==> src/rtl/if_id_queue_if.sv <==
// Fetch/decode handshake bundle for the IF/ID decoupling queue.
// The queue takes the slave side; fetch and decode together form the master side.
interface if_id_queue_if #(
  parameter int DEPTH = 2,
  parameter int XLEN  = 32
);
  localparam int LW = $clog2(DEPTH) + 1;

  // Fetch side
  logic            in_valid;
  logic [XLEN-1:0] in_pc;
  logic [XLEN-1:0] in_instr;
  logic            in_ready;

  // Decode side
  logic            out_valid;
  logic [XLEN-1:0] out_pc;
  logic [XLEN-1:0] out_instr;
  logic            out_ready;

  // Redirect and status
  logic            flush;
  logic [LW-1:0]   level;

  modport master (
    output in_valid, in_pc, in_instr, out_ready, flush,
    input  in_ready, out_valid, out_pc, out_instr, level
  );

  modport slave (
    input  in_valid, in_pc, in_instr, out_ready, flush,
    output in_ready, out_valid, out_pc, out_instr, level
  );
endinterface

==> src/rtl/if_id_queue.sv <==
// IF/ID decoupling queue: a first-word-fall-through FIFO of {pc, instr} pairs.
// Absorbs decode stalls, preserves fetch order and drops everything on flush.
// No bypass: a word pushed at edge N is first visible after edge N.
module if_id_queue #(
  parameter int DEPTH = 2,
  parameter int XLEN  = 32
) (
  input  logic            clk,
  input  logic            reset,
  if_id_queue_if.slave    q
);
  localparam int PW = $clog2(DEPTH);
  localparam int LW = PW + 1;

  typedef struct packed {
    logic [XLEN-1:0] pc;
    logic [XLEN-1:0] instr;
  } entry_t;

  entry_t        mem_q [DEPTH];
  logic [PW-1:0] wptr_q, wptr_d;
  logic [PW-1:0] rptr_q, rptr_d;
  logic [LW-1:0] level_q, level_d;

  logic   in_ready;
  logic   out_valid;
  logic   push;
  logic   pop;
  entry_t head;

  // Handshake qualifiers; in_ready deliberately ignores out_ready so there is
  // no combinational path from decode back to fetch.
  assign in_ready  = !reset && (level_q != LW'(DEPTH));
  assign out_valid = (level_q != '0);
  assign push      = q.in_valid && in_ready;
  assign pop       = out_valid && q.out_ready;
  assign head      = mem_q[rptr_q];

  assign q.in_ready  = in_ready;
  assign q.out_valid = out_valid;
  assign q.out_pc    = out_valid ? head.pc    : '0;
  assign q.out_instr = out_valid ? head.instr : '0;
  assign q.level     = level_q;

  // Next-state for pointers and occupancy; flush overrides any push or pop.
  always_comb begin
    // NOTE: every variable gets a default first so no path leaves it unassigned, which would infer a latch.
    wptr_d  = wptr_q;
    rptr_d  = rptr_q;
    level_d = level_q;
    if (q.flush) begin
      wptr_d  = '0;
      rptr_d  = '0;
      level_d = '0;
    end else begin
      if (push) wptr_d = wptr_q + PW'(1);
      if (pop)  rptr_d = rptr_q + PW'(1);
      level_d = level_q + LW'(push) - LW'(pop);
    end
  end

  // Control state: cleared asynchronously so the queue empties the instant reset rises.
  always_ff @(posedge clk or posedge reset) begin
    // NOTE: sequential state uses non-blocking assignments so every flop samples pre-edge values.
    if (reset) begin
      wptr_q  <= '0;
      rptr_q  <= '0;
      level_q <= '0;
    end else begin
      wptr_q  <= wptr_d;
      rptr_q  <= rptr_d;
      level_q <= level_d;
    end
  end

  // Entry storage; a word pushed in a flush cycle is not written.
  always_ff @(posedge clk) begin
    // NOTE: storage has no reset; stale entries are unreachable because out_valid masks the read.
    if (push && !q.flush) mem_q[wptr_q] <= entry_t'({q.in_pc, q.in_instr});
  end

  // Occupancy never exceeds the number of entries.
  a_level_max : assert property (@(posedge clk) disable iff (reset)
    level_q <= LW'(DEPTH));

  // Pointer distance tracks occupancy modulo DEPTH (full means equal pointers).
  a_ptr_track : assert property (@(posedge clk) disable iff (reset)
    PW'(wptr_q - rptr_q) == level_q[PW-1:0]);

  // A word offered while not ready never raises occupancy.
  a_no_push_full : assert property (@(posedge clk) disable iff (reset)
    !in_ready |-> (level_d <= level_q));
endmodule

==> src/flat_wrapper.sv <==
// flat-port wrapper written by rule: the top's interface ports become plain ports
module if_id_queue_flat 
#(
  parameter int DEPTH = 2,
  parameter int XLEN  = 32
)
  (clk, reset, q_in_valid, q_in_pc, q_in_instr, q_out_ready, q_flush, q_in_ready, q_out_valid, q_out_pc, q_out_instr, q_level);
  if_id_queue_if #(.DEPTH(DEPTH), .XLEN(XLEN)) q_i ();
  input  logic clk;
  input  logic reset;
  input wire logic [$bits(q_i.in_valid)-1:0] q_in_valid;
  input wire logic [$bits(q_i.in_pc)-1:0] q_in_pc;
  input wire logic [$bits(q_i.in_instr)-1:0] q_in_instr;
  input wire logic [$bits(q_i.out_ready)-1:0] q_out_ready;
  input wire logic [$bits(q_i.flush)-1:0] q_flush;
  output wire logic [$bits(q_i.in_ready)-1:0] q_in_ready;
  output wire logic [$bits(q_i.out_valid)-1:0] q_out_valid;
  output wire logic [$bits(q_i.out_pc)-1:0] q_out_pc;
  output wire logic [$bits(q_i.out_instr)-1:0] q_out_instr;
  output wire logic [$bits(q_i.level)-1:0] q_level;
  assign q_i.in_valid = q_in_valid;
  assign q_i.in_pc = q_in_pc;
  assign q_i.in_instr = q_in_instr;
  assign q_i.out_ready = q_out_ready;
  assign q_i.flush = q_flush;
  assign q_in_ready = q_i.in_ready;
  assign q_out_valid = q_i.out_valid;
  assign q_out_pc = q_i.out_pc;
  assign q_out_instr = q_i.out_instr;
  assign q_level = q_i.level;
  if_id_queue #(.DEPTH(DEPTH), .XLEN(XLEN)) u_core (.clk(clk), .reset(reset), .q(q_i));
endmodule
==> config.mk <==
export PLATFORM = sky130hd
export DESIGN_NAME = if_id_queue_flat
export DESIGN_NICKNAME = d
export VERILOG_FILES = /design/src/rtl/if_id_queue_if.sv /design/src/rtl/if_id_queue.sv /design/src/flat_wrapper.sv
export SDC_FILE = /design/constraint.sdc
export NUM_CORES = 1
export LEC_CHECK = 0
export BUFFER_PORTS_ARGS = -buffer_cell sky130_fd_sc_hd__clkbuf_2
export CORE_ASPECT_RATIO = 1.2
export CORE_MARGIN = 2
export CORE_UTILIZATION = 45
export CTS_BUF_LIST = sky130_fd_sc_hd__clkbuf_4
export DETAILED_ROUTE_END_ITERATION = 7
export PLACE_DENSITY = 0.73
export SETUP_SLACK_MARGIN = 0.4
export SKIP_CTS_REPAIR_TIMING = 1
export SLEW_MARGIN = 20
export SYNTH_ARGS = -nofsm -noshare
export SYNTH_HDL_FRONTEND = slang
export SYNTH_SLANG_ARGS = --single-unit
==> constraint.sdc <==
create_clock -name clk -period 11.2 [get_ports clk]
set_input_delay 2.24 -clock clk [delete_from_list [all_inputs] [get_ports clk]]
set_output_delay 2.24 -clock clk [all_outputs]
set_load 0.01 [all_outputs]
==> impl_metrics.env, run 1 <==
export IMPL_grt_max_degree=66
export IMPL_slew_headroom=0.466
export IMPL_fin_skew_ns=0.0117
export IMPL_finalSetupViolCount=0
export IMPL_io_buffers=136
export IMPL_cp_cell_sequence="clkbuf_2 -> nor2_1 -> clkbuf_2"
export IMPL_grt_usage=0.162
export IMPL_ios=137
export IMPL_hold_violations=0
export IMPL_end_kind="primary output"
export IMPL_period_share=0.429
export IMPL_synthToLayoutAreaGrowth_pct=22.5
export IMPL_initial_core_util=0.460
export IMPL_firstDrtPassIters=5
export IMPL_critPathMaxFanout=3
export IMPL_cts_buffers=17
export IMPL_antenna_found_initial=1
export IMPL_p_per_area_mw_per_mm2=200
export IMPL_max_cap_violations=0
export IMPL_clock_sinks=132
export IMPL_critPathTopFamily="buffers and inverters"
export IMPL_synth_fp_nets=370
export IMPL_avgRoutedWirePerCell_um=15.9
export IMPL_h_tree_depth=4
export IMPL_place_congestion=0.731
export IMPL_syn_instance_count=299
export IMPL_die_area_sq_mm=0.0121
export IMPL_via_per_inst=4.94
export IMPL_status="finished clean"
export IMPL_cts_max_path_buffers=2
export IMPL_worstMarginPinSlew_ns=0.799
export IMPL_syn_area_per_cell_sq_um=16.9
export IMPL_grt_ovfl_total=0
export IMPL_utilization=0.564
export IMPL_synth_area_sq_mm=0.00506
export IMPL_ys_ff_latch=132
export IMPL_cp_depth=3
export IMPL_worstPathArrival_ns=2.56
export IMPL_die_h_um=120
export IMPL_wirelength_um=9400
export IMPL_worst_setup_path_start_kind="input pin"
export IMPL_nets=517
export IMPL_crit_slowest_cell="clkbuf_2"
export IMPL_fmax_ghz=0.208
export IMPL_rr_endpoint="u_core.mem_q[1][9]$_DFFE_PP_"
export IMPL_first_iter_violations=114
export IMPL_drc=0
export IMPL_cpMostUsedCell="clkbuf_2"
export IMPL_crit_required_ns=8.96
export IMPL_vias=2923
export IMPL_tritoncts="built"
export IMPL_grt_pass1_wl_um=14500
export IMPL_rsz0062_at_grt="false"
export IMPL_grt_pass1_vias=3057
export IMPL_clockRootBuffer="clkbuf_4"
export IMPL_yosysWarnings=0
export IMPL_p_leak_nw=2.38
export IMPL_fillCellCount=890
export IMPL_detail_route_antenna_nets=0
export IMPL_ir_drop_mv=0.0933
export IMPL_mostFrequentLayoutCell="clkbuf_2"
export IMPL_final_cell_mix="clkbuf_2, edfxtp_1, nor2_1"
export IMPL_crit_path_max_incr_delay_ns=0.13
export IMPL_critPathLaunch="reset"
export IMPL_clk_pin_slew_ns=0.11
export IMPL_r2r_slack_ns=9.11
export IMPL_path_class="in2out"
export IMPL_reg2reg_from="u_core.q.level[1]$_DFF_PP0_"
export IMPL_core_area_sq_mm=0.0110
export IMPL_timing_setup_tns_ns=0
export IMPL_reg2reg_depth=4
export IMPL_die_x_um=101
export IMPL_detailed_place_hpwl_um=6060
export IMPL_endpoint="q_in_ready"
export IMPL_drv_slew=0
export IMPL_placementRows=42
export IMPL_min_path_type="reg2reg"
export IMPL_cp_buffers_inverters=2
export IMPL_ys_seq_area_frac=0.780
export IMPL_fin_crit_ns=4.80
export IMPL_clock_latency_ns=0.50
export IMPL_ys_types=17
export IMPL_drive_gt1_frac=0.388
==> area by class of cell <==
class,instances,area [sq um],area share
Antenna cell,1,2.50,0.000404
Clock buffer,18,135,0.0218
Clock inverter,14,136,0.0220
Inverter,6,22.5,0.00363
Multi-Input combinational cell,147,1040,0.168
Sequential cell,132,3950,0.637
Tap cell,132,165,0.0267
Timing Repair Buffer,142,746,0.120
==> cells by family (layout without fill, tap and decap cells) <==
kind of cell / Yosys count / in the layout / share of synthesized area
DFF: 132 / 132 / 0.780
and+or+nand+nor: 77 / 77 / 0.0633
muxes: 65 / 65 / 0.130
buffers and inverters: 20 / 180 / 0.0178
adders and majority gates: 2 / 2 / 0.00495
xor gates and xnor gates: 2 / 2 / 0.00346
AOI/OAI and AO/OA: 1 / 1 / 0.000989
other: 0 / 1 / 0
==> synthesized netlist by cell type <==
master | instances | share of area
edfxtp_1 | 128 | 0.76
nor2_1 | 69 | 0.051
mux2i_1 | 64 | 0.13
buf_2 | 12 | 0.012
inv_1 | 6 | 0.0045
dfrtp_1 | 4 | 0.020
clkbuf_1 | 2 | 0.0015
ha_1 | 2 | 0.0049
nor2b_1 | 2 | 0.0025
nor3_1 | 2 | 0.0020
xor2_1 | 2 | 0.0035
and2_1 | 1 | 0.0012
mux2_4 | 1 | 0.0030
nor2b_4 | 1 | 0.0027
nor3b_1 | 1 | 0.0015
o21ai_0 | 1 | 0.00099
or3b_4 | 1 | 0.0022
==> how the worst min path moves through the flow <==
stage	from	endpoint	slack, ns	cells past startpoint
final	u_core.q.level[1]$_DFF_PP0_	u_core.q.level[1]$_DFF_PP0_	0.69	2
after CTS	u_core.q.level[1]$_DFF_PP0_	u_core.q.level[1]$_DFF_PP0_	0.70	2
after floorplan	u_core.q.level[1]$_DFF_PP0_	u_core.q.level[1]$_DFF_PP0_	0.63	2
after global placement	u_core.q.level[1]$_DFF_PP0_	u_core.q.level[1]$_DFF_PP0_	0.64	2
after detailed placement	u_core.q.level[1]$_DFF_PP0_	u_core.q.level[1]$_DFF_PP0_	0.68	2
after global routing	u_core.q.level[1]$_DFF_PP0_	u_core.q.level[1]$_DFF_PP0_	0.73	2
==> flip-flops by register name, summed over array words and instances (netlist names) <==
name / cells
u_core.rptr_q: 1
u_core.q.level: 2
u_core.wptr_q: 1
u_core.mem_q: 128
==> through the flow <==
step	hold WS [ns]	instance area, sq um	total power [mW]	std cells	setup slack [ns]
2_1_floorplan	0.630	5060	0.819	299	3.27
3_3_place_gp	0.639	5890	0.946	558	6.40
3_5_place_dp	0.679	5890	0.954	558	6.40
4_1_cts	0.696	6170	1.26	590	6.40
5_1_grt	0.732	6200	1.31	592	6.33
6_report	0.688	6200	1.24	592	6.40
==> routing by layer <==
metal	up-vias	GRT usage	routed length, um
met5	-	0	0
met4	0	0.0856	255
met3	21	0.0513	471
met2	92	0.285	5150
met1	1412	0.171	3530
li1	1398	-	-
==> worst register-to-register path: cells and delay by family, from the launching register on <==
kind / cells / cell delay (ns)
flip-flops: 1 / 0.47
AND/OR/NAND/NOR: 3 / 0.81
buffers and inverters: 1 / 0.44
==> report_power, final <==
part | total [mW] | leakage [nW] | switching (mW) | internal, mW
clock network | 0.302 | 0.145 | 0.169 | 0.134
logic | 0.351 | 1.02 | 0.202 | 0.148
registers | 0.589 | 1.21 | 0.0240 | 0.565
(Power assumes the default switching activity.)
==> inputs of run 2 (changes only) <==
--- a/config.mk
+++ b/config.mk
@@ -11,7 +11,7 @@
 export CORE_UTILIZATION = 45
 export CTS_BUF_LIST = sky130_fd_sc_hd__clkbuf_4
 export DETAILED_ROUTE_END_ITERATION = 7
-export PLACE_DENSITY = 0.73
+export PLACE_DENSITY = 0.76
 export SETUP_SLACK_MARGIN = 0.4
 export SKIP_CTS_REPAIR_TIMING = 1
 export SLEW_MARGIN = 20
==> constraint.sdc (replaced) <==
create_clock -name clk -period 3.9 [get_ports clk]
set_input_delay 0.78 -clock clk [delete_from_list [all_inputs] [get_ports clk]]
set_output_delay 0.78 -clock clk [all_outputs]
set_load 0.01 [all_outputs]
==> run 2 against run 1 <==
Sequential share of layout area shrank 0.23 points. Clock skew rose by 0.0079 ns. Register-to-register slack got worse by 7.5 ns. Worst hold slack got worse by 0.54 ns.
==> impl_metrics.env, run 2 (synthesized netlist as in run 1, its figures left out) <==
export IMPL_initial_core_util=0.460
export IMPL_clock_sinks=132
export IMPL_slew_headroom=0.417
export IMPL_mostFrequentLayoutCell="clkbuf_2"
export IMPL_final_area_sq_mm=0.00622
export IMPL_hold_violations=0
export IMPL_grt_max_degree=65
export IMPL_firstDrtPassIters=4
export IMPL_p_per_area_mw_per_mm2=585
export IMPL_final_cell_mix="clkbuf_2, edfxtp_1, nor2_1"
export IMPL_fin_crit_ns=2.93
export IMPL_ios=137
export IMPL_pwr_share_comb=0.277
export IMPL_r2r_slack_ns=1.57
export IMPL_h_tree_depth=4
export IMPL_detail_route_antenna_nets=0
export IMPL_place_congestion=0.684
export IMPL_placed_area_sq_mm=0.00592
export IMPL_die_area_sq_mm=0.0121
export IMPL_p_leak_nw=2.39
export IMPL_max_cap_violations=0
export IMPL_nets=515
export IMPL_switchingPower_mw=1.09
export IMPL_largest_reg_flops=128
export IMPL_min_path_type="in2async"
export IMPL_cts_max_path_buffers=2
export IMPL_crit_required_ns=3.12
export IMPL_ir_drop_mv=0.385
export IMPL_worstMarginPinSlew_ns=0.875
export IMPL_drive_gt1_frac=0.385
export IMPL_drv_slew=0
export IMPL_grt_pass1_wl_um=14000
export IMPL_die_h_um=120
export IMPL_cts_buffers=17
export IMPL_reg2reg_depth=4
export IMPL_die_x_um=101
export IMPL_rr_endpoint="u_core.mem_q[1][25]$_DFFE_PP_"
export IMPL_p_int_mw=2.55
export IMPL_rsz0062_at_grt="false"
export IMPL_fin_skew_ns=0.0196
export IMPL_clock_latency_ns=0.50
export IMPL_finalPower_mw=3.64
export IMPL_largest_register="u_core.mem_q"
export IMPL_setup_slack_ns=0.973
export IMPL_dp_cells=557
export IMPL_final_cells=590
export IMPL_period_share=0.751
export IMPL_cp_cell_sequence="nor2_4 -> buf_12 -> nor2_1 -> clkbuf_2"
export IMPL_io_buffers=136
export IMPL_end_kind="primary output"
export IMPL_core_area_sq_mm=0.0110
export IMPL_clkPwrFrac=0.254
export IMPL_fmax_ghz=0.342
export IMPL_seqPwrFrac=0.469
export IMPL_finalSetupViolCount=0
export IMPL_status="finished clean"
export IMPL_grt_ovfl_total=0
export IMPL_vias=2925
export IMPL_critPathMaxFanout=34
export IMPL_seqCellArea_sq_mm=0.00395
export IMPL_clk_pin_slew_ns=0.11
export IMPL_detailed_place_hpwl_um=5910
export IMPL_timing_setup_tns_ns=0
export IMPL_tritoncts="built"
export IMPL_reg2reg_from="u_core.q.level[1]$_DFF_PP0_"
export IMPL_crit_slowest_cell="nor2_4"
export IMPL_grt_pass1_vias=2930
export IMPL_via_per_inst=4.96
export IMPL_worstPathArrival_ns=2.15
export IMPL_crit_path_max_incr_delay_ns=0.64
export IMPL_wirelength_um=9240
export IMPL_drc=0
export IMPL_dp_slack_ns=1.28
export IMPL_clockRootBuffer="clkbuf_4"
export IMPL_first_iter_violations=150
export IMPL_placementRows=42
export IMPL_avgRoutedWirePerCell_um=15.7
export IMPL_worst_setup_path_start_kind="flop"
export IMPL_antenna_found_initial=1
export IMPL_multi_input_area_sq_mm=0.00105
export IMPL_path_class="reg2out"
export IMPL_p_sw_frac=0.301
export IMPL_grt_usage=0.156
export IMPL_fillCellCount=876
export IMPL_synthToLayoutAreaGrowth_pct=23.0
==> run 2: cell count changes in the layout (fill, tap and decap cells not counted), moves of 2 or more <==
cell	change
clkbuf_4	+6
buf_4	-3
buf_12	+2
clkinv_4	-2
clkinvlp_4	-2
inv_6	-2
==> run 2: power groups by stage <==
stage / combinational (mW) / sequential [mW] / clock [mW]
finish: 1.01 / 1.71 / 0.924
global route: 1.10 / 1.72 / 1.01
CTS: 1.02 / 1.71 / 0.953
detailed placement: 1.02 / 1.74 / 0
global placement: 1.01 / 1.73 / 0
floorplan: 0.672 / 1.68 / 0
==> run 2: how the worst max path moves through the flow <==
stage	from	endpoint	slack, ns	cells after the start
after floorplan	reset	u_core.mem_q[1][0]$_DFFE_PP_	0.58	2
after global placement	reset	u_core.mem_q[1][34]$_DFFE_PP_	1.30	4
after detailed placement	reset	u_core.mem_q[1][32]$_DFFE_PP_	1.28	4
after CTS	u_core.q.level[1]$_DFF_PP0_	q_out_instr[15]	0.89	4
after global routing	u_core.q.level[0]$_DFF_PP0_	q_out_instr[0]	0.79	4
final	u_core.q.level[1]$_DFF_PP0_	q_out_instr[7]	0.97	4
==> run 2: worst max-delay path, delay by kind of cell (launching register included) <==
kind	cells	cell delay (ns)
flops	1	0.47
buf+inv	2	0.41
simple gates	2	0.73
==> run 2: cell type report <==
class / instances / area share
Antenna cell: 1 / 0.000402
Tap cell: 132 / 0.0266
Clock buffer: 24 / 0.0290
Sequential cell: 132 / 0.635
Timing Repair Buffer: 140 / 0.118
Clock inverter: 8 / 0.0179
Inverter: 6 / 0.00362
Multi-Input combinational cell: 147 / 0.169
==> run 2: per-stage QoR <==
stage,hold slack (ns),util
3_5_place_dp,0.661,0.539
5_1_grt,0.102,0.566
6_report,0.147,0.566
2_1_floorplan,0.546,-
3_3_place_gp,0.646,0.539
4_1_cts,0.0968,0.566
==> run 2: layer usage <==
layer / GRT usage / vias to the layer above / share of wire
met5: 0 / - / 0
met4: 0.0779 / 0 / 0.025
met3: 0.0495 / 20 / 0.051
met2: 0.255 / 93 / 0.52
met1: 0.186 / 1420 / 0.41
li1: - / 1392 / -
